## config.mk

```make
export PLATFORM = sky130hd
export DESIGN_NAME = mem_bus_arbiter
export DESIGN_NICKNAME = d
export VERILOG_FILES = /design/src/rtl/mem_bus_arbiter_pkg.sv /design/src/rtl/mem_bus_arbiter_mem_port_mux.sv /design/src/rtl/mem_bus_arbiter.sv
export SDC_FILE = /design/constraint.sdc
export NUM_CORES = 1
export LEC_CHECK = 0
export CAP_MARGIN = 15
export CORE_UTILIZATION = 26
export DETAILED_ROUTE_END_ITERATION = 7
export PLACE_DENSITY = 0.76
export SETUP_SLACK_MARGIN = 0.02
export SLEW_MARGIN = 20
export SYNTH_ARGS = -nofsm -noshare
export SYNTH_HDL_FRONTEND = slang
export SYNTH_HIERARCHICAL = 1
export SYNTH_SLANG_ARGS = --single-unit
```

## constraint.sdc

```tcl
create_clock -name clk -period 1.94 [get_ports clk]
set_clock_uncertainty 0.2 [all_clocks]
set_input_delay 0.291 -clock clk [delete_from_list [all_inputs] [get_ports clk]]
set_output_delay 0.291 -clock clk [all_outputs]
set_load 0.03 [all_outputs]
```

## src/rtl/mem_bus_arbiter_pkg.sv

```systemverilog
// Shared types and defaults for the data-memory bus arbiter.
//   arb_state_t : who owns the memory port (nobody, CPU or DMA/IO)
//   side_t      : identifies a requester, used for the round-robin memory
//   AW_DEF/DW_DEF : default address and data widths
package mem_bus_arbiter_pkg;

  localparam int AW_DEF = 8;
  localparam int DW_DEF = 8;

  typedef enum logic [1:0] {
    ARB_IDLE = 2'd0,
    ARB_CPU  = 2'd1,
    ARB_DMA  = 2'd2
  } arb_state_t;

  typedef enum logic {
    SIDE_CPU = 1'b0,
    SIDE_DMA = 1'b1
  } side_t;

endpackage

```

## src/rtl/mem_bus_arbiter_mem_port_mux.sv

```systemverilog
// Combinational owner-select of the memory command.
//   cpu_sel / dma_sel        : a transfer for that requester happens this cycle
//                              (at most one is high)
//   cpu_* / dma_* (we, addr, wdata) : requester command inputs
//   mem_en, mem_we, mem_addr, mem_wdata : command to the memory; all zero
//                              when no transfer happens
module mem_port_mux
  import mem_bus_arbiter_pkg::*;
#(
  parameter int AW = AW_DEF,
  parameter int DW = DW_DEF
) (
  input  logic          cpu_sel,
  input  logic          cpu_we,
  input  logic [AW-1:0] cpu_addr,
  input  logic [DW-1:0] cpu_wdata,
  input  logic          dma_sel,
  input  logic          dma_we,
  input  logic [AW-1:0] dma_addr,
  input  logic [DW-1:0] dma_wdata,
  output logic          mem_en,
  output logic          mem_we,
  output logic [AW-1:0] mem_addr,
  output logic [DW-1:0] mem_wdata
);

  // Idle bus is driven to zero so the memory never sees a stale address.
  always_comb begin
    mem_en    = 1'b0;
    mem_we    = 1'b0;
    mem_addr  = '0;
    mem_wdata = '0;
    if (cpu_sel) begin
      mem_en    = 1'b1;
      mem_we    = cpu_we;
      mem_addr  = cpu_addr;
      mem_wdata = cpu_wdata;
    end else if (dma_sel) begin
      mem_en    = 1'b1;
      mem_we    = dma_we;
      mem_addr  = dma_addr;
      mem_wdata = dma_wdata;
    end
  end

endmodule

```

## src/rtl/mem_bus_arbiter.sv

```systemverilog
// Shares the single-port data memory between the CPU control path and a
// DMA/IO requester. Registered grant FSM with round-robin or CPU-priority
// tie-break, bounded tenure while the other side waits, and a one-cycle
// read-valid strobe routed back to whichever requester issued the read.
//   clk, rst_n                 : clock, synchronous active-low reset
//   cpu_req/we/addr/wdata      : CPU command, held until transferred
//   cpu_gnt, cpu_rvalid, cpu_rdata : CPU grant, read strobe, read data
//   dma_*                      : same roles for the DMA/IO requester
//   mem_en/we/addr/wdata       : memory command (zero when no transfer)
//   mem_rdata                  : memory read data, valid one cycle after a read
module mem_bus_arbiter
  import mem_bus_arbiter_pkg::*;
#(
  parameter int AW           = AW_DEF,
  parameter int DW           = DW_DEF,
  parameter int MAX_HOLD     = 4,
  parameter int CPU_PRIORITY = 0
) (
  input  logic          clk,
  input  logic          rst_n,
  input  logic          cpu_req,
  input  logic          cpu_we,
  input  logic [AW-1:0] cpu_addr,
  input  logic [DW-1:0] cpu_wdata,
  output logic          cpu_gnt,
  output logic          cpu_rvalid,
  output logic [DW-1:0] cpu_rdata,
  input  logic          dma_req,
  input  logic          dma_we,
  input  logic [AW-1:0] dma_addr,
  input  logic [DW-1:0] dma_wdata,
  output logic          dma_gnt,
  output logic          dma_rvalid,
  output logic [DW-1:0] dma_rdata,
  output logic          mem_en,
  output logic          mem_we,
  output logic [AW-1:0] mem_addr,
  output logic [DW-1:0] mem_wdata,
  input  logic [DW-1:0] mem_rdata
);

  localparam int HW = $clog2(MAX_HOLD + 1);
  localparam logic [HW-1:0] HOLD_LAST = HW'(MAX_HOLD - 1);

  arb_state_t    state, state_nxt;
  logic [HW-1:0] hold_cnt;
  side_t         rr_last;
  logic          cpu_rd_tag, dma_rd_tag;
  logic          cpu_xfer, dma_xfer;
  logic          hold_done;

  // Grants come straight from the state register, so no req->gnt path exists.
  assign cpu_gnt  = (state == ARB_CPU);
  assign dma_gnt  = (state == ARB_DMA);
  assign cpu_xfer = cpu_gnt & cpu_req;
  assign dma_xfer = dma_gnt & dma_req;

  // The current transfer is the last one of this tenure if the other side waits.
  assign hold_done = (hold_cnt == HOLD_LAST);

  assign cpu_rvalid = cpu_rd_tag;
  assign dma_rvalid = dma_rd_tag;
  assign cpu_rdata  = mem_rdata;
  assign dma_rdata  = mem_rdata;

  mem_port_mux #(.AW(AW), .DW(DW)) u_mux (
    .cpu_sel   (cpu_xfer),
    .cpu_we    (cpu_we),
    .cpu_addr  (cpu_addr),
    .cpu_wdata (cpu_wdata),
    .dma_sel   (dma_xfer),
    .dma_we    (dma_we),
    .dma_addr  (dma_addr),
    .dma_wdata (dma_wdata),
    .mem_en    (mem_en),
    .mem_we    (mem_we),
    .mem_addr  (mem_addr),
    .mem_wdata (mem_wdata)
  );

  // Next owner: a dropped request hands over directly to a waiting side, and
  // a held request yields only once its tenure budget is spent.
  always_comb begin
    state_nxt = state;
    unique case (state)
      ARB_IDLE: begin
        if (cpu_req && dma_req) begin
          if (CPU_PRIORITY != 0 || rr_last == SIDE_DMA) state_nxt = ARB_CPU;
          else                                          state_nxt = ARB_DMA;
        end else if (cpu_req) begin
          state_nxt = ARB_CPU;
        end else if (dma_req) begin
          state_nxt = ARB_DMA;
        end
      end
      ARB_CPU: begin
        if (!cpu_req)                    state_nxt = dma_req ? ARB_DMA : ARB_IDLE;
        else if (dma_req && hold_done)   state_nxt = ARB_DMA;
      end
      ARB_DMA: begin
        if (!dma_req)                    state_nxt = cpu_req ? ARB_CPU : ARB_IDLE;
        else if (cpu_req && hold_done)   state_nxt = ARB_CPU;
      end
      default: state_nxt = ARB_IDLE;
    endcase
  end

  // Owner, tenure counter, round-robin memory and read-return tags. The tags
  // record which side issued a read so the strobe follows the issuer even if
  // ownership changes on the same edge.
  always_ff @(posedge clk) begin
    if (!rst_n) begin
      state      <= ARB_IDLE;
      hold_cnt   <= '0;
      rr_last    <= SIDE_DMA;
      cpu_rd_tag <= 1'b0;
      dma_rd_tag <= 1'b0;
    end else begin
      state      <= state_nxt;
      cpu_rd_tag <= cpu_xfer & ~cpu_we;
      dma_rd_tag <= dma_xfer & ~dma_we;
      if (state_nxt != state)
        hold_cnt <= '0;
      else if ((cpu_xfer || dma_xfer) && !hold_done)
        hold_cnt <= hold_cnt + HW'(1);
      if (state_nxt != state && state_nxt == ARB_CPU) rr_last <= SIDE_CPU;
      if (state_nxt != state && state_nxt == ARB_DMA) rr_last <= SIDE_DMA;
    end
  end

endmodule

```

-- Word level (Yosys, flattened, before mapping)
Cells that the tools add are included.
- $mul: 0
- bitwise operators: 7
- shift operators: 0
- $add $sub $neg: 1
- reduce and logical (&&, ||, !) cells: 11
- div/mod/pow operators: 0
- muxes and demuxes: 19
- eq/ne operators: 6
- magnitude comparators: 0
- operators with widths (kind ; count):
    $mux W8 ; 4
    $mux W2 ; 9
    $logic_and A1 B1 Y1 ; 6
    $pmux W2 S3 ; 1
    $mux W1 ; 5
    $and A1 B1 Y1 ; 4
    $eq A2 B1 Y1 const B ; 2
    $eq A2 B2 Y1 const B ; 2
    $reduce_or A2 Y1 ; 2
    $add A3 B1 Y3 const B ; 1
    $eq A3 B2 Y1 const B ; 1
    $not A1 Y1 ; 3
    $logic_not A2 Y1 ; 1
    $ne A2 B2 Y1 ; 1
    $logic_not A1 Y1 ; 1
    $logic_or A1 B1 Y1 ; 1
- flip-flop bits (word level): 8
- RAM bits: 0
- latch bits: 0
- input bits: 46
- memories kept: 0
- ROM bits: 0

-- Logic depth before layout (Yosys ltp)
Gate-level depths: netlist of run 1.
- depth in word-level cells: 8
- depth in mapped cells: 6
- gate-level depth less buffers: 5

-- Hierarchy
The synthesis of run 1 kept the hierarchy.
- modules (own cells, without submodules) (module ; cells each ; times used ; area each (µm²)):
    mem_bus_arbiter ; 66 ; 1 ; 623.1
    mem_port_mux ; 26 ; 1 ; 210.2

-- Least setup slack after synthesis of run 1
No wires, ideal clock.
- kind: reg-to-output
- start: register state[0]
- end: output port mem_addr[5]
- required time: 1.449 ns
- stages on the path, launching flop included: 6
- arrival time: 1.946 ns
- buffers on the path: 1
- path slack: -0.497 ns
- cells stage by stage: dfxtp_1 > buf_2 > nor2b_1 > and2_1 > nand2_1 > o21ai_0
- word-level cells in the longest chain between the ends: 4
- elaborated cells between the ends (all ways): 6
- classes of those cells: eq/ne: 2; mux: 2; bitwise: 2
- RTL lines (item ; line ; text):
    start, declared ; mem_bus_arbiter.sv:45 ; arb_state_t state, state_nxt;
    start signal, assigned ; mem_bus_arbiter.sv:119 ; state <= state_nxt;
    $eq A2 B2 Y1 ; mem_bus_arbiter.sv:54 ; assign dma_gnt = (state == ARB_DMA);
    net dma_gnt ; mem_bus_arbiter.sv:32 ; output logic dma_gnt,
    $and A1 B1 Y1 ; mem_bus_arbiter.sv:56 ; assign dma_xfer = dma_gnt & dma_req;
    net dma_xfer ; mem_bus_arbiter.sv:49 ; logic cpu_xfer, dma_xfer;
    $mux W8 ; mem_bus_arbiter_mem_port_mux.sv:38 ; end else if (dma_sel) begin
    $mux W8 ; mem_bus_arbiter_mem_port_mux.sv:33 ; if (cpu_sel) begin
    end, declared ; mem_bus_arbiter.sv:37 ; output logic [AW-1:0] mem_addr,
The timed path passes the listed nets, and every way through them passes these cells.

-- Final worst setup path of run 1
- start: register state[1]
- end: output port mem_addr[0]
- elaborated cells between the ends (all ways): 6
- classes of those cells: eq/ne: 2; mux: 2; bitwise: 2
- RTL lines (item ; line ; text):
    $eq A2 B1 Y1 ; mem_bus_arbiter.sv:53 ; assign cpu_gnt = (state == ARB_CPU);
    $and A1 B1 Y1 ; mem_bus_arbiter.sv:55 ; assign cpu_xfer = cpu_gnt & cpu_req;
    net cpu_xfer ; mem_bus_arbiter.sv:49 ;
    $mux W8 ; mem_bus_arbiter_mem_port_mux.sv:33 ;
The timed path passes the listed nets, and every way through them passes these cells.

==> results of run 1 <==
## layout make-up
type	instances	area (um^2)
Tap cell	44	55.1
Sequential cell	8	161
Clock buffer	3	22.5
Timing Repair Buffer	70	717
Multi-Input combinational cell	59	592
Fill cell	284	1490
Inverter	4	15.0
## logic make-up after synthesis
group,count (synthesis)
AO/OA/AOI/OAI,32
buffers and inverters,25
AND/OR/NAND/NOR,22
flip-flops,8
multiplexers,2
adder cells (fa/ha/maj),2
XOR/XNOR,1
## layer usage
layer / routed length, um / GRT usage / vias up / part of all wire
met3: 185 / 0.0176 / 8 / 0.070
li1: - / - / 432 / -
met5: 0 / 0 / - / 0
met1: 1020 / 0.163 / 419 / 0.39
met4: 50 / 0.0884 / 0 / 0.019
met2: 1390 / 0.276 / 34 / 0.53
## repair_timing
action                                  CTS  global route
gates resized for setup                  26             5
endpoints found under the setup margin   19            21
setup buffers                             1             0
pin swaps                                 0             2
## power breakdown
part | internal (uW) | switching, uW
Sequential | 171 | 5.26
Clock | 71.4 | 65.9
Combinational | 165 | 125
## layout by cell type (no fill, tap or decap), types with 2 or more instances in the layout
cell / Yosys / final
sky130_fd_sc_hd__clkdlybuf4s50_1: 0 / 39
sky130_fd_sc_hd__buf_6: 2 / 18
sky130_fd_sc_hd__a22o_2: 10 / 11
sky130_fd_sc_hd__buf_4: 16 / 10
sky130_fd_sc_hd__dfxtp_1: 8 / 7
sky130_fd_sc_hd__nand2_1: 6 / 6
sky130_fd_sc_hd__inv_1: 4 / 4
sky130_fd_sc_hd__a22o_4: 0 / 4
sky130_fd_sc_hd__a221oi_1: 3 / 3
sky130_fd_sc_hd__clkbuf_4: 0 / 3
sky130_fd_sc_hd__nor2b_4: 1 / 2
sky130_fd_sc_hd__and2_4: 0 / 2
sky130_fd_sc_hd__nand4bb_4: 1 / 2
sky130_fd_sc_hd__nand3_1: 2 / 2
sky130_fd_sc_hd__a21oi_1: 2 / 2
sky130_fd_sc_hd__ha_1: 2 / 2
sky130_fd_sc_hd__buf_12: 0 / 2
## worst paths after layout
check                             end  depth (start not counted)  slack [ns]                     start
max                       mem_addr[0]                          6       -0.13       state[1]$_SDFF_PN0_
min          hold_cnt[1]$_SDFFE_PP0P_                          2        0.30  hold_cnt[1]$_SDFFE_PP0P_
max reg2reg  hold_cnt[2]$_SDFFE_PP0P_                          5        0.13  hold_cnt[0]$_SDFFE_PP0P_
min reg2reg  hold_cnt[1]$_SDFFE_PP0P_                          2        0.30  hold_cnt[1]$_SDFFE_PP0P_
## flip-flops by register name (all words and copies together), names as in the netlist
register	flops
hold_cnt	3
dma_rvalid	1
state	2
rr_last	1
cpu_rvalid	1
## worst max-delay path, cell delays in order (launching register included)
cell and delay [ns]:
sky130_fd_sc_hd__dfxtp_2 0.34, sky130_fd_sc_hd__and2b_2 0.23, sky130_fd_sc_hd__and2_4 0.18, sky130_fd_sc_hd__nor2b_4 0.13
sky130_fd_sc_hd__buf_12 0.15, sky130_fd_sc_hd__a22o_2 0.15, sky130_fd_sc_hd__buf_6 0.12
## stage by stage
stage | cells | utilization | setup WS [ns]
4_1_cts | 188 | 0.501 | -0.125
3_5_place_dp | 184 | 0.464 | -0.139
6_report | 188 | 0.512 | -0.127
5_1_grt | 188 | 0.512 | -0.185
3_3_place_gp | 184 | 0.464 | -0.118
2_1_floorplan | 92 | - | -0.0592
==> impl_metrics.xml, run 1 <==
<?xml version="1.0" encoding="UTF-8"?>
<metrics>
  <group name="outcome">
    <metric name="outcome" unit="">complete, but fails checks</metric>
    <metric name="violated_checks" unit="">negative setup slack</metric>
  </group>
  <group name="setup_path">
    <metric name="crit_path_start_kind" unit="">flop</metric>
    <metric name="critPathKind" unit="">reg -&gt; out</metric>
    <metric name="worst-endpoint-arrival" unit="ns">1.58</metric>
    <metric name="worstPathRequired" unit="ns">1.45</metric>
    <metric name="cp_max_fo" unit="">15</metric>
    <metric name="end_kind" unit="">output pin</metric>
  </group>
  <group name="drt">
    <metric name="ant_nets" unit="">0</metric>
    <metric name="route.final.wire_length" unit="mm">2.65</metric>
    <metric name="detail_route.wl_per_cell" unit="um">14.1</metric>
    <metric name="drc_errors" unit="">0</metric>
    <metric name="via_cell_ratio" unit="">4.75</metric>
    <metric name="drc_violation_total_after_the_first_tritonroute_iteration" unit="">31</metric>
    <metric name="drt_pre_antenna_iters" unit="">4</metric>
    <metric name="via_count" unit="">893</metric>
  </group>
  <group name="synthesis">
    <metric name="post_synth_and_or_nand_nor_area_fraction" unit="">0.203</metric>
    <metric name="synth_top_cells_by_count" unit="">sky130_fd_sc_hd__buf_4 (16), sky130_fd_sc_hd__a22o_2 (10), sky130_fd_sc_hd__dfxtp_1 (8), sky130_fd_sc_hd__nand2_1 (6), sky130_fd_sc_hd__a22o_1 (5)</metric>
    <metric name="netlist_top_cells_area" unit="">sky130_fd_sc_hd__dfxtp_1 (19%), sky130_fd_sc_hd__buf_4 (14%), sky130_fd_sc_hd__a22o_2 (12%)</metric>
    <metric name="syn-instance-count" unit="">92</metric>
    <metric name="library_cell_with_the_highest_instance_count_after_synthesis" unit="">sky130_fd_sc_hd__buf_4</metric>
    <metric name="synth_top_family_by_area" unit="">compound AO/OA/AOI/OAI gates</metric>
    <metric name="synth-seq-cells" unit="">8</metric>
    <metric name="synth.yosys.seq_area_share" unit="">0.192</metric>
    <metric name="synth-compound-area-share" unit="">0.332</metric>
    <metric name="post_synth_mux_area_share" unit="">0.0255</metric>
    <metric name="async_reset_ff_frac" unit="">0</metric>
    <metric name="yosys_warnings" unit="">6</metric>
    <metric name="synth_largest_area_cell" unit="">sky130_fd_sc_hd__dfxtp_1</metric>
    <metric name="synth_top_cell_area_share" unit="">0.192</metric>
    <metric name="syn_area_per_cell" unit="um^2">9.06</metric>
    <metric name="synth-adder-area-share" unit="">0.0300</metric>
    <metric name="synth_fp_nets" unit="">140</metric>
    <metric name="synth_top_flop_cell" unit="">sky130_fd_sc_hd__dfxtp_1</metric>
    <metric name="post_synth_num_cell_types" unit="">36</metric>
    <metric name="synth-edff-count" unit="">0</metric>
    <metric name="mappedNetlistArea" unit="um^2">833</metric>
    <metric name="synthXorXnorAreaFrac" unit="">0.0105</metric>
  </group>
  <group name="clock_network">
    <metric name="tritoncts_clock_tree" unit="">built</metric>
    <metric name="cts-root-buf" unit="">sky130_fd_sc_hd__clkbuf_4</metric>
    <metric name="numCtsBuffers" unit="">3</metric>
    <metric name="clock-sinks" unit="">8</metric>
    <metric name="insertion_delay" unit="ns">0.27</metric>
    <metric name="clockBufferDepth" unit="">2</metric>
    <metric name="number_of_buffers_inserted_by_hold_repair_at_cts" unit="">0</metric>
    <metric name="h_tree_depth" unit="">1</metric>
    <metric name="cts.clk_slew.worst_paths" unit="ns">0.06</metric>
  </group>
  <group name="sta">
    <metric name="worst_slew_pin_slew" unit="ns">0.440</metric>
    <metric name="setup-tns-final" unit="ns">-1.82</metric>
    <metric name="finalHoldWorstSlack" unit="ns">0.298</metric>
    <metric name="post-route-worst-setup-slack" unit="ns">-0.127</metric>
    <metric name="max_clock_freq" unit="MHz">484</metric>
    <metric name="min_period" unit="ns">2.07</metric>
    <metric name="final.period_utilization" unit="">1.07</metric>
    <metric name="slew-limit-headroom" unit="">0.707</metric>
    <metric name="finalSetupViolCount" unit="">18</metric>
    <metric name="final_max_slew_viol_count" unit="">0</metric>
    <metric name="finalHoldViolations" unit="">0</metric>
    <metric name="rsz0062_at_grt" unit="">true</metric>
  </group>
  <group name="power">
    <metric name="total_leakage_power" unit="uW">0.000633</metric>
    <metric name="power.ir.vdd_worst" unit="V">0.000315</metric>
    <metric name="power_density" unit="mW/mm^2">386</metric>
    <metric name="fin_total_pwr" unit="uW">604</metric>
  </group>
  <group name="global_routing">
    <metric name="grt_antenna_before_repair" unit="">0</metric>
    <metric name="grt_remaining_overflow" unit="">0</metric>
    <metric name="grt_pass1_vias" unit="">908</metric>
    <metric name="grt_max_degree" unit="">21</metric>
    <metric name="grt_pass1_wl" unit="mm">4.01</metric>
    <metric name="global_route.usage.total" unit="">0.149</metric>
  </group>
  <group name="final_layout">
    <metric name="insertedDiodeCount" unit="">0</metric>
    <metric name="area_growth_syn_to_layout" unit="%">87.5</metric>
    <metric name="finish.net_count" unit="">194</metric>
    <metric name="postLayoutCellArea" unit="mm^2">0.00156</metric>
    <metric name="drive_above_1_share" unit="">0.438</metric>
  </group>
  <group name="die">
    <metric name="floorplan.initialDensity" unit="">0.273</metric>
    <metric name="die_area" unit="mm^2">0.00344</metric>
    <metric name="fp.coreArea" unit="mm^2">0.00305</metric>
    <metric name="io-pin-count" unit="">84</metric>
    <metric name="die-width" unit="um">58.6</metric>
    <metric name="placementRows" unit="">20</metric>
    <metric name="die_y" unit="um">58.6</metric>
  </group>
  <group name="placed_design">
    <metric name="place.detailed.hpwl" unit="mm">1.98</metric>
    <metric name="portBuffers" unit="">59</metric>
    <metric name="place_area" unit="mm^2">0.00142</metric>
    <metric name="gp_congestion" unit="">0.768</metric>
  </group>
  <group name="hold_path">
    <metric name="hold_class" unit="">reg -&gt; reg</metric>
  </group>
  <group name="flow_run">
    <metric name="cap_violations" unit="">0</metric>
  </group>
</metrics>
Power figures use the tool's default switching activity.
==> run 2, diff against run 1 <==
- CORE_MARGIN: default -> 2
- CORE_UTILIZATION: 26 -> 32
- CTS_BUF_LIST: default -> sky130_fd_sc_hd__clkbuf_2 sky130_fd_sc_hd__clkbuf_4 sky130_fd_sc_hd__clkbuf_8
- PLACE_DENSITY: 0.76 -> 0.87
- clock period: 1.94 -> 2.5 ns (I/O delays scaled with it)
==> run 2 against run 1 <==
Compared with the run above: the run now ends clean; power is 30% lower; cell count is 10% lower; hold slack worse by 0.00059 ns; routed wire length is 7.6% lower; die area is 12% lower; clock power is 30% lower; sequential power is 23% lower; critical path depth is 1 lower; global-route usage is 0.52 points lower; first-iteration DRC count is 35% lower; setup slack better by 0.36 ns; sequential share of layout area is 1.6 points higher.
==> impl_metrics.xml, run 2 (same netlist as run 1, synthesis figures left out) <==
<?xml version="1.0" encoding="UTF-8"?>
<metrics>
  <group name="final_layout">
    <metric name="mostFrequentLayoutCells" unit="">sky130_fd_sc_hd__clkdlybuf4s50_1 (41), sky130_fd_sc_hd__buf_4 (23), sky130_fd_sc_hd__a22o_2 (10), sky130_fd_sc_hd__dfxtp_1 (8), sky130_fd_sc_hd__nand2_1 (6)</metric>
    <metric name="finish.net_count" unit="">189</metric>
    <metric name="top_regs" unit="">hold_cnt (3), state (2)</metric>
    <metric name="insertedDiodeCount" unit="">0</metric>
    <metric name="regMostFlops" unit="">hold_cnt</metric>
    <metric name="drive_above_1_share" unit="">0.324</metric>
    <metric name="layout.filler_cells" unit="">213</metric>
    <metric name="most_frequent_standard_cell_in_the_layout_excluding_fill_and_tap_cells" unit="">sky130_fd_sc_hd__clkdlybuf4s50_1</metric>
    <metric name="area_growth_syn_to_layout" unit="%">60.7</metric>
    <metric name="largest_register_ffs" unit="">3</metric>
  </group>
  <group name="sta">
    <metric name="slew-limit-headroom" unit="">0.762</metric>
    <metric name="final.period_utilization" unit="">0.907</metric>
    <metric name="finalHoldWorstSlack" unit="ns">0.298</metric>
    <metric name="finalHoldViolations" unit="">0</metric>
    <metric name="finalSetupViolCount" unit="">0</metric>
    <metric name="worst_slew_pin_slew" unit="ns">0.356</metric>
    <metric name="final_max_slew_viol_count" unit="">0</metric>
    <metric name="setup-tns-final" unit="ns">0</metric>
    <metric name="max_clock_freq" unit="MHz">441</metric>
    <metric name="min_period" unit="ns">2.27</metric>
    <metric name="rsz0062_at_grt" unit="">false</metric>
  </group>
  <group name="global_routing">
    <metric name="grt_max_degree" unit="">21</metric>
    <metric name="grt_remaining_overflow" unit="">0</metric>
    <metric name="global_route.usage.total" unit="">0.144</metric>
    <metric name="grt_pass1_vias" unit="">751</metric>
    <metric name="grt_antenna_before_repair" unit="">0</metric>
    <metric name="grt_pass1_wl" unit="mm">3.11</metric>
  </group>
  <group name="drt">
    <metric name="drc_errors" unit="">0</metric>
    <metric name="via_cell_ratio" unit="">5.20</metric>
    <metric name="drt_pre_antenna_iters" unit="">4</metric>
    <metric name="detail_route.wl_per_cell" unit="um">14.5</metric>
    <metric name="via_count" unit="">878</metric>
    <metric name="route.final.wire_length" unit="mm">2.45</metric>
    <metric name="drc_violation_total_after_the_first_tritonroute_iteration" unit="">20</metric>
    <metric name="ant_nets" unit="">0</metric>
  </group>
  <group name="setup_path">
    <metric name="cp_max_fo" unit="">20</metric>
    <metric name="end_kind" unit="">output pin</metric>
    <metric name="worstPathRequired" unit="ns">1.92</metric>
    <metric name="worst-endpoint-arrival" unit="ns">1.69</metric>
    <metric name="crit_path_start_kind" unit="">flop</metric>
    <metric name="critPathKind" unit="">reg -&gt; out</metric>
  </group>
  <group name="clock_network">
    <metric name="clock-sinks" unit="">8</metric>
    <metric name="clockBufferDepth" unit="">2</metric>
    <metric name="insertion_delay" unit="ns">0.25</metric>
    <metric name="h_tree_depth" unit="">1</metric>
    <metric name="cts-resized-gates" unit="">0</metric>
    <metric name="number_of_buffers_inserted_by_hold_repair_at_cts" unit="">0</metric>
    <metric name="cts-root-buf" unit="">sky130_fd_sc_hd__clkbuf_4</metric>
    <metric name="cts.clk_slew.worst_paths" unit="ns">0.05</metric>
    <metric name="numCtsBuffers" unit="">3</metric>
    <metric name="tritoncts_clock_tree" unit="">built</metric>
  </group>
  <group name="flow_run">
    <metric name="cap_violations" unit="">0</metric>
  </group>
  <group name="placed_design">
    <metric name="gp_congestion" unit="">0.858</metric>
    <metric name="place.detailed.hpwl" unit="mm">1.97</metric>
    <metric name="portBuffers" unit="">59</metric>
  </group>
  <group name="die">
    <metric name="die-width" unit="um">55.0</metric>
    <metric name="placementRows" unit="">18</metric>
    <metric name="floorplan.initialDensity" unit="">0.336</metric>
    <metric name="die_area" unit="mm^2">0.00303</metric>
    <metric name="die_y" unit="um">55.0</metric>
    <metric name="fp.coreArea" unit="mm^2">0.00248</metric>
    <metric name="io-pin-count" unit="">84</metric>
  </group>
  <group name="outcome">
    <metric name="outcome" unit="">completed</metric>
  </group>
  <group name="hold_path">
    <metric name="hold_class" unit="">reg -&gt; reg</metric>
  </group>
  <group name="power">
    <metric name="power_density" unit="mW/mm^2">317</metric>
    <metric name="total_leakage_power" unit="uW">0.000548</metric>
    <metric name="power.ir.vdd_worst" unit="V">0.000300</metric>
  </group>
</metrics>
run 2: cell types whose count changed in the layout (fill, tap and decap cells not counted), sizes merged:
cell and change:
buf -6, clkdlybuf4s50 +2, dlygate4sd2 -1
run 2: cell type report:
| cell class | count | area, um^2 | area share |
|---|---|---|---|
| Clock buffer | 3 | 22.5 | 0.0168 |
| Tap cell | 30 | 37.5 | 0.0280 |
| Inverter | 4 | 15.0 | 0.0112 |
| Sequential cell | 8 | 160 | 0.120 |
| Multi-Input combinational cell | 59 | 500 | 0.374 |
| Timing Repair Buffer | 65 | 603 | 0.450 |
run 2: critical path: stages (launching register included):
cell                      delay, ns
sky130_fd_sc_hd__dfxtp_1       0.34
sky130_fd_sc_hd__and2b_1       0.23
sky130_fd_sc_hd__and2_1        0.21
sky130_fd_sc_hd__buf_4         0.21
sky130_fd_sc_hd__or2_2         0.28
sky130_fd_sc_hd__buf_4         0.17
run 2: worst paths after layout:
| kind | start | end | slack, ns | depth (start not counted) |
|---|---|---|---|---|
| hold / removal | hold_cnt[1]$_SDFFE_PP0P_ | hold_cnt[1]$_SDFFE_PP0P_ | 0.30 | 2 |
| setup reg to reg | hold_cnt[0]$_SDFFE_PP0P_ | hold_cnt[2]$_SDFFE_PP0P_ | 0.52 | 5 |
| setup / recovery | state[1]$_SDFF_PN0_ | mem_en | 0.23 | 5 |
| hold reg to reg | hold_cnt[1]$_SDFFE_PP0P_ | hold_cnt[1]$_SDFFE_PP0P_ | 0.30 | 2 |
run 2: repair_timing:
action / CTS / global route
buffers inserted: 0 / 1
hold endpoints to repair: 0 / 0
setup endpoints to repair: 0 / 2
run 2: through the flow:
step           power, uW   util  std cells  worst slack (ns)  cell area, um^2
6_report             425  0.540        169             0.232             1340
5_1_grt              445  0.540        169             0.142             1340
4_1_cts              428  0.532        168             0.132             1320
3_5_place_dp         328  0.523        165             0.152             1300
3_3_place_gp         325  0.523        165             0.209             1300
2_1_floorplan        277      -         92             0.152              833
run 2: per-layer routing:
layer	routed length, um	vias to the layer above	global-route usage
li1	-	425	-
met1	932	395	0.155
met2	1250	56	0.278
met3	251	2	0.0188
met4	19	0	0.0610
met5	0	-	0
run 2: where the power goes:
part | switching [uW] | internal (uW)
clock network | 41.7 | 54.8
logic | 85.9 | 107
registers | 3.07 | 133
total | 131 | 294
==> run 3, diff against run 2 <==
- clock period: 2.5 -> 2.8 ns (I/O delays scaled with it)
==> run 3 against run 2 <==
Compared with the run above: final area shrank 0.56%; routed wire length grew 1.5%; critical path depth is 1 higher; setup slack improved by 0.0097 ns; first-iteration DRC count shrank 25%; combinational power shrank 12%; sequential power fell by 10%; critical path type unchanged; largest cell class unchanged.
==> impl_metrics.xml, run 3 (same netlist as run 1, synthesis figures left out) <==
<?xml version="1.0" encoding="UTF-8"?>
<metrics>
  <group name="placed_design">
    <metric name="placed_cells" unit="">164</metric>
    <metric name="placement.setup.worst_slack" unit="ns">0.365</metric>
    <metric name="portBuffers" unit="">59</metric>
    <metric name="place.detailed.hpwl" unit="mm">2.04</metric>
    <metric name="gp_congestion" unit="">0.898</metric>
  </group>
  <group name="setup_path">
    <metric name="end_kind" unit="">output pin</metric>
    <metric name="crit-reg2reg-launch" unit="">hold_cnt[0]$_SDFFE_PP0P_</metric>
    <metric name="gate_family_responsible_for_the_most_delay_along_the_worst_path" unit="">simple AND/OR/NAND/NOR gates</metric>
    <metric name="worstPathRequired" unit="ns">2.18</metric>
    <metric name="critPathKind" unit="">reg -&gt; out</metric>
    <metric name="cp_num_cells" unit="">6</metric>
    <metric name="reg2regPathDepth" unit="">5</metric>
    <metric name="crit_path_start_kind" unit="">flop</metric>
    <metric name="critical-path-slowest-cell" unit="">sky130_fd_sc_hd__dfxtp_1</metric>
    <metric name="r2r_end" unit="">hold_cnt[2]$_SDFFE_PP0P_</metric>
    <metric name="path_cells" unit="">nor2b_1 -&gt; and2_1 -&gt; nor2b_4 -&gt; buf_12 -&gt; a22o_1 -&gt; buf_4</metric>
    <metric name="cp_max_fo" unit="">15</metric>
    <metric name="worst-endpoint-arrival" unit="ns">1.94</metric>
    <metric name="critical_path.max_stage_delay" unit="ns">0.53</metric>
    <metric name="timing.reg2reg.setup_slack" unit="ns">0.81</metric>
    <metric name="timing.critical_path.to" unit="">mem_addr[7]</metric>
    <metric name="timing.critical_path.from" unit="">state[1]$_SDFF_PN0_</metric>
    <metric name="path_buf_inv" unit="">2</metric>
  </group>
  <group name="global_routing">
    <metric name="grt_max_degree" unit="">21</metric>
    <metric name="global_route.usage.total" unit="">0.151</metric>
    <metric name="grt_pass1_vias" unit="">805</metric>
    <metric name="grt_pass1_wl" unit="mm">3.37</metric>
    <metric name="grt_antenna_before_repair" unit="">0</metric>
    <metric name="grt_remaining_overflow" unit="">0</metric>
  </group>
  <group name="die">
    <metric name="io-pin-count" unit="">84</metric>
    <metric name="fp.coreArea" unit="mm^2">0.00248</metric>
    <metric name="floorplan.initialDensity" unit="">0.336</metric>
    <metric name="placementRows" unit="">18</metric>
    <metric name="die_area" unit="mm^2">0.00303</metric>
    <metric name="die-width" unit="um">55.0</metric>
    <metric name="die_y" unit="um">55.0</metric>
  </group>
  <group name="power">
    <metric name="power_density" unit="mW/mm^2">289</metric>
    <metric name="power.ir.vdd_worst" unit="V">0.000235</metric>
    <metric name="total_leakage_power" unit="uW">0.000542</metric>
  </group>
  <group name="sta">
    <metric name="setup-tns-final" unit="ns">0</metric>
    <metric name="max_clock_freq" unit="MHz">391</metric>
    <metric name="final.period_utilization" unit="">0.914</metric>
    <metric name="post-route-worst-setup-slack" unit="ns">0.242</metric>
    <metric name="slew-limit-headroom" unit="">0.729</metric>
    <metric name="final_max_slew_viol_count" unit="">0</metric>
    <metric name="finalHoldViolations" unit="">0</metric>
    <metric name="finalSetupViolCount" unit="">0</metric>
    <metric name="min_period" unit="ns">2.56</metric>
    <metric name="worst_slew_pin_slew" unit="ns">0.406</metric>
    <metric name="finalHoldWorstSlack" unit="ns">0.300</metric>
    <metric name="rsz0062_at_grt" unit="">false</metric>
  </group>
  <group name="final_layout">
    <metric name="drive_above_1_share" unit="">0.319</metric>
    <metric name="largest_register_ffs" unit="">3</metric>
    <metric name="top_regs" unit="">hold_cnt (3), state (2)</metric>
    <metric name="finish.net_count" unit="">188</metric>
    <metric name="most_frequent_standard_cell_in_the_layout_excluding_fill_and_tap_cells" unit="">sky130_fd_sc_hd__clkdlybuf4s50_1</metric>
    <metric name="regMostFlops" unit="">hold_cnt</metric>
    <metric name="area_growth_syn_to_layout" unit="%">59.8</metric>
    <metric name="final_cell_count_no_fill" unit="">168</metric>
    <metric name="insertedDiodeCount" unit="">0</metric>
    <metric name="mostFrequentLayoutCells" unit="">sky130_fd_sc_hd__clkdlybuf4s50_1 (41), sky130_fd_sc_hd__buf_4 (22), sky130_fd_sc_hd__a22o_2 (10), sky130_fd_sc_hd__dfxtp_1 (8), sky130_fd_sc_hd__nand2_1 (6)</metric>
  </group>
  <group name="clock_network">
    <metric name="cts.clk_slew.worst_paths" unit="ns">0.06</metric>
    <metric name="clockBufferDepth" unit="">2</metric>
    <metric name="tritoncts_clock_tree" unit="">built</metric>
    <metric name="cts-root-buf" unit="">sky130_fd_sc_hd__clkbuf_4</metric>
    <metric name="insertion_delay" unit="ns">0.26</metric>
    <metric name="numCtsBuffers" unit="">3</metric>
    <metric name="cts-resized-gates" unit="">0</metric>
    <metric name="clock-sinks" unit="">8</metric>
    <metric name="h_tree_depth" unit="">1</metric>
  </group>
  <group name="drt">
    <metric name="ant_nets" unit="">0</metric>
    <metric name="route.final.wire_length" unit="mm">2.49</metric>
    <metric name="drc_errors" unit="">0</metric>
    <metric name="drt_pre_antenna_iters" unit="">4</metric>
    <metric name="via_count" unit="">884</metric>
    <metric name="drc_violation_total_after_the_first_tritonroute_iteration" unit="">15</metric>
    <metric name="via_cell_ratio" unit="">5.26</metric>
    <metric name="detail_route.wl_per_cell" unit="um">14.8</metric>
  </group>
  <group name="outcome">
    <metric name="outcome" unit="">completed</metric>
  </group>
  <group name="flow_run">
    <metric name="cap_violations" unit="">0</metric>
  </group>
  <group name="hold_path">
    <metric name="hold_class" unit="">reg -&gt; reg</metric>
    <metric name="hp-start" unit="">hold_cnt[1]$_SDFFE_PP0P_</metric>
  </group>
</metrics>
==> run 3: tightest hold or removal path: stages (launching register included) <==
cell and delay [ns]:
sky130_fd_sc_hd__dfxtp_1 0.31, sky130_fd_sc_hd__nand3_1 0.06, sky130_fd_sc_hd__a221oi_1 0.07
==> run 3: final cells by class <==
type	instances	area, um^2
repair buffers	64	596
fillers	219	1150
inverters	4	15.0
clock buffers	3	22.5
multi-input cells	59	500
well taps	30	37.5
flip-flops and latches	8	160
==> run 3: power breakdown <==
part	switching [uW]	internal, uW	total (uW)
Clock	43.2	49.3	92.5
Sequential	4.23	118	122
Combinational	75.8	94.2	170
==> run 3: per-stage QoR <==
step                utilization  total power, uW  instance area [um^2]
floorplan                     -              247                   833
global placement          0.520              288                  1290
detailed placement        0.520              292                  1290
CTS                       0.529              381                  1310
global route              0.537              399                  1330
finish                    0.537              385                  1330
==> run 3: what timing repair did <==
| item | in CTS | in global routing |
|---|---|---|
| setup buffers | 0 | 1 |
| hold buffers | 0 | 0 |
| endpoints found under the setup margin | 0 | 15 |
==> run 3: worst min path at each step <==
stage / slack [ns] / cells after the start / end
after detailed placement: 0.29 / 2 / hold_cnt[1]$_SDFFE_PP0P_
after global routing: 0.34 / 2 / hold_cnt[1]$_SDFFE_PP0P_
after floorplan: 0.27 / 2 / hold_cnt[1]$_SDFFE_PP0P_
final: 0.30 / 2 / hold_cnt[1]$_SDFFE_PP0P_
after global placement: 0.28 / 2 / hold_cnt[1]$_SDFFE_PP0P_
after CTS: 0.30 / 2 / hold_cnt[1]$_SDFFE_PP0P_
==> run 3: layer usage <==
| metal | track usage | part of all wire | vias to the layer above |
|---|---|---|---|
| met5 | 0 | 0 | - |
| met4 | 0.0610 | 0.018 | 0 |
| met3 | 0.0242 | 0.11 | 7 |
| met2 | 0.302 | 0.54 | 42 |
| met1 | 0.152 | 0.34 | 415 |
| li1 | - | - | 420 |
